**src/rtl/regfile_sb.sv**
```systemverilog
// Integer register file with per-register busy scoreboard, write-to-read bypass
// and a post-reset sweep that loads every entry before the file reports ready.
module regfile_sb #(
    parameter int XLEN     = 32,
    parameter int NREGS    = 32,
    parameter int NRD      = 2,
    parameter int ZERO_REG = 1,
    parameter int INIT_IDX = 1,
    localparam int AW      = $clog2(NREGS)
) (
    input  logic                clk,
    input  logic                rst_n,
    output logic                init_done,
    input  logic                we,
    input  logic [AW-1:0]       waddr,
    input  logic [XLEN-1:0]     wdata,
    input  logic [NRD*AW-1:0]   raddr,
    output logic [NRD*XLEN-1:0] rdata,
    output logic [NRD-1:0]      rbusy,
    input  logic                rsv_valid,
    input  logic [AW-1:0]       rsv_addr,
    output logic                rsv_waw,
    input  logic                flush
);

    typedef enum logic {S_INIT, S_READY} state_t;

    state_t            state_reg, state_next;
    logic [AW-1:0]     cnt_reg, cnt_next;
    logic [NREGS-1:0]  busy_reg, busy_next;
    logic              ready;

    logic [XLEN-1:0]   regs [NREGS];
    logic              wr_en;
    logic [AW-1:0]     wr_addr;
    logic [XLEN-1:0]   wr_data;
    logic              wr_zero;
    logic              rsv_zero;

    always_ff @(posedge clk or negedge rst_n) begin
        if (!rst_n) begin
            state_reg <= S_INIT;
            cnt_reg   <= '0;
            busy_reg  <= '0;
        end else begin
            state_reg <= state_next;
            cnt_reg   <= cnt_next;
            busy_reg  <= busy_next;
        end
    end

    always_comb begin
        state_next = state_reg;
        cnt_next   = cnt_reg;
        if (state_reg == S_INIT) begin
            cnt_next = cnt_reg + 1'b1;
            if (cnt_reg == AW'(NREGS - 1)) begin
                state_next = S_READY;
            end
        end
    end

    always_comb begin
        ready     = (state_reg == S_READY);
        init_done = ready;
    end

    assign wr_zero  = (ZERO_REG != 0) && (waddr == '0);
    assign rsv_zero = (ZERO_REG != 0) && (rsv_addr == '0);

    // The sweep owns the single write port until the file is ready.
    always_comb begin
        wr_en   = 1'b0;
        wr_addr = waddr;
        wr_data = wdata;
        if (!ready) begin
            wr_en   = 1'b1;
            wr_addr = cnt_reg;
            wr_data = (INIT_IDX != 0) ? XLEN'(cnt_reg) : '0;
        end else begin
            wr_en = we && !wr_zero;
        end
    end

    always_ff @(posedge clk) begin
        if (wr_en) begin
            regs[wr_addr] <= wr_data;
        end
    end

    // Set after clear so a reservation racing its own writeback keeps the bit.
    always_comb begin
        busy_next = busy_reg;
        if (ready) begin
            if (flush) begin
                busy_next = '0;
            end
            if (we) begin
                busy_next[waddr] = 1'b0;
            end
            if (rsv_valid && !rsv_zero) begin
                busy_next[rsv_addr] = 1'b1;
            end
        end
    end

    assign rsv_waw = ready & rsv_valid & busy_reg[rsv_addr];

    genvar gi;
    generate
        for (gi = 0; gi < NRD; gi++) begin : g_rd
            logic [AW-1:0]   ra;
            logic            hit;
            logic [XLEN-1:0] rd_val;

            assign ra  = raddr[gi*AW +: AW];
            assign hit = we && (waddr == ra);

            always_comb begin
                rd_val = '0;
                if (ready && !((ZERO_REG != 0) && (ra == '0))) begin
                    rd_val = hit ? wdata : regs[ra];
                end
            end

            assign rdata[gi*XLEN +: XLEN] = rd_val;
            assign rbusy[gi]              = ready & busy_reg[ra] & ~hit;
        end
    endgenerate

endmodule

```
**config.mk**
```make
export PLATFORM = sky130hd
export DESIGN_NAME = regfile_sb
export DESIGN_NICKNAME = d
export VERILOG_FILES = /design/src/rtl/regfile_sb.sv
export SDC_FILE = /design/constraint.sdc
export NUM_CORES = 2
export LEC_CHECK = 0
export BUFFER_PORTS_ARGS = -buffer_cell sky130_fd_sc_hd__buf_2
export CORE_MARGIN = 10
export CORE_UTILIZATION = 41
export DETAILED_ROUTE_END_ITERATION = 8
export GPL_TIMING_DRIVEN = 0
export PLACE_DENSITY = 0.57
export REMOVE_ABC_BUFFERS = 1
export SLEW_MARGIN = 20
export SYNTH_ARGS = -nofsm -noshare
export SYNTH_HDL_FRONTEND = slang
export SYNTH_SLANG_ARGS = --single-unit
export TNS_END_PERCENT = 20
```
**constraint.sdc**
```tcl
create_clock -name clk -period 4.25 [get_ports clk]
set_clock_uncertainty 0.1 [all_clocks]
set_input_delay 0.2125 -clock clk [delete_from_list [all_inputs] [get_ports clk]]
set_output_delay 0.2125 -clock clk [all_outputs]
set_load 0.03 [all_outputs]
```
==> results.md <==
* Status: completed
* Final Core Density at 0.475
* Total setup buffers inserted after CTS at 0
* CTS tree: yes
* Maximum root-to-sink buffer count at 3
* TritonCTS Buffers at between 100 and 150
* Pwr/cell area at between 300 and 400 mW/mm²
* End of the critical path: rdata[22]
* M3 GR Usage at 0.0443
* Leak Pwr at ~20 nW
* Top-area cell type share of the netlist area at 0.593
* GR Util met2 at 0.395
* Final Hold Vio Count at 0
* Placer Congestion at 0.796
* CP max FO at 28
* Fin Hold WS at about 0.022 ns
* Max Fclk at 238 MHz
* Critical path startpoint: init_done$_DFF_PN0_
* Setup crit end kind: output pin
* Netlist cell types at 70
* Clk pin slew, worst setup/hold paths at 0.06 ns
* GRT Total Usage at 0.245
* Fraction of synthesized cell area in xor and xnor cells at 0.00220
* RSZ-0062 raised after global routing: true
* Post-DP HPWL at approximately 110000 µm
* Iteration-0 DRC Markers at approximately 5k
* Share of cells above drive strength 1 at 0.290
* WS Path Type: flip-flop to output pin
* First-pass iteration count of the detailed router at 6
* Site Rows at 130
* Final Net Count at 3225
* Root buf cell: clkbuf_16
* Area Overhead vs Synth at 15.2%
* WP data required at 3.94 ns
* Setup_tns at 0 ns
* Max_cap viols at 0
* R2R Path Start: init_done$_DFF_PN0_
* Post-Syn Area at around 0.052 mm²
* Die area at about 0.14 mm²
* Register area share after synthesis at 0.612
* Reg2reg setup slack at 0.28 ns
* Max Transition Viols Final at 0
* Yosys Warn Count at 0
* Synth async-reset ratio at 0.0358
* Initial antenna violation count at 12
* Routed vias/inst at approximately 6.7
* Final instance area at 0.0597 mm²
* Final Cycle Share at 0.989
* Reg2reg end: regs[4][16]$_DFFE_PP_
* Flop and latch count out of synthesis at 1062
* Grt total ovfl at 0
* Cells taking the most area after synthesis: edfxtp_1, mux4_2, mux2i_1
* Routed len/inst at 36.0 µm
* Largest net degree at the start of global routing at 68
* Top FF cell, synth: edfxtp_1
* Worst-case reg-to-reg path depth at 7
* EDFF count, synth at ~1.0k
* # DRC at 0
* Total number of vias at 32.8k
* Slew HR at 0.249
* Largest family of logic cells by synthesized area: multiplexers
* Slew @ Worst Pin at approximately 1.1 ns
* Worst setup margin at around 0.045 ns
* Post-synth top area cell: edfxtp_1
* CP arrival at approximately 3.9 ns
* Setup violations, final at 0
* Dpl ws at -0.0908 ns
* Vias in the first global route at 33.4k
* Max reg flops at 1024
* Vert. Die Dim at ~380 µm
* Hold Crit Class: input pin to flip-flop
* Synth Area in Simple Gates at 0.0461
* Proportion of synthesized area in mux cells at 0.248
* First-pass GRT wire length at approximately 250000 µm
* Core footprint at around 0.13 mm²
* Tmin final at approximately 4.2 ns
* Peak VDD IR at 0.350 mV
* Cell area after placement at about 0.056 mm²
* Wirelength, routed at around 180000 µm
* Most frequent cells in the layout: edfxtp_1, mux4_2, mux2i_1
* Syn_area_per_cell at approximately 17 µm²
* Initial core utilization at 0.413
* Post-synthesis adder-cell area fraction at 0.000483
* Compound-cell area share of the yosys netlist at 0.0603
* Io pins at roughly 130
* Sinks on Clock Net at ~1.1k
* Commonest non-fill, non-tap cell in the layout: edfxtp_1
* Startpoint types: flip-flop
* Clk_lat worst skew at 0.70 ns
* Number of H-tree levels at 3
* Die width at approximately 380 µm
* Syn Inst Count at ~3.0k
* Port buffer count at approximately 120
* Gr busiest metal: met2
* Met1 usage at 0.329
* Antenna Nets Post-Route at 0
[Yosys cell counts (50+ instances only)]
cell type     n
o21ai_0     127
mux4_2      438
clkbuf_1     94
a221oi_1     61
edfxtp_1   1024
nor2_1      126
mux2i_1     273
buf_2        63
nand2_1     174
nand3_1      61
a21oi_1      65
nor3_1       50
a22oi_1      58
[cell type report]
cell class / count / area [µm²]
tap: 1650 / 2060
timing repair inverter: 1 / 5.00
clock inverter: 80 / 686
antenna: 4 / 10.0
clock buffer: 122 / 2820
fill: 10400 / 65900
sequential: 1062 / 31700
multi-input combinational: 1731 / 18900
inverter: 9 / 51.3
timing repair buffer: 252 / 3420
[routing by layer]
layer	wire [µm]	vias to the layer above
met5	65	-
met4	6820	10
met3	16800	403
met2	84200	1968
met1	68800	17500
li1	-	13000
[timing repair]
action                                  4_1_cts  5_1_grt
endpoints found under the hold margin        69        0
hold buffers                                 11        0
resized for setup                             4        4
endpoints found under the setup margin        9      497
gates cloned                                  0        1
[critical path, stage by stage, from the launching register on]
cell and delay [ns]:
dfrtp_4 0.90, clkinvlp_4 0.66, a211oi_4 0.54, buf_6 0.26, buf_8 0.18, o221ai_1 0.16
nand3_1 0.19, buf_2 0.24
[power by group]
| part | total, mW | switching, mW | internal (mW) | leakage [nW] |
|---|---|---|---|---|
| logic | 2.42 | 1.54 | 0.879 | 8.26 |
| clock network | 9.60 | 4.18 | 5.42 | 1.72 |
| registers | 11.5 | 0.0143 | 11.5 | 9.75 |
| total | 23.5 | 5.73 | 17.8 | 19.7 |
[worst min-delay path by stage]
stage | startpoint | slack [ns] | end | cells past startpoint
2_1_floorplan | rst_n | -0.18 | busy_reg[0]$_DFFE_PN0P_ | 0
3_3_place_gp | rst_n | 0.24 | busy_reg[9]$_DFFE_PN0P_ | 1
3_5_place_dp | rst_n | 0.28 | busy_reg[10]$_DFFE_PN0P_ | 1
4_1_cts | flush | 0.001 | busy_reg[0]$_DFFE_PN0P_ | 3
5_1_grt | wdata[19] | 0.008 | regs[7][19]$_DFFE_PP_ | 2
6_report | wdata[19] | 0.02 | regs[7][19]$_DFFE_PP_ | 2
[cell families (layout without fill, tap and decap cells)]
logic type	count (synthesis)	count (layout)
xor gates and xnor gates	13	13
other	0	4
DFF	1062	1062
adders and majority gates	2	2
and+or+nand+nor	521	521
buffers and inverters	254	464
AOI/OAI and AO/OA	459	459
muxes	736	736
[per-stage QoR]
stage / std cells / power [mW]
2_1_floorplan: 2802 / 13.0
3_3_place_gp: 4576 / 14.3
3_5_place_dp: 4692 / 14.2
4_1_cts: 4905 / 23.6
5_1_grt: 4907 / 24.2
6_report: 4911 / 23.5
Note: power is estimated with default switching activity, not from simulation.
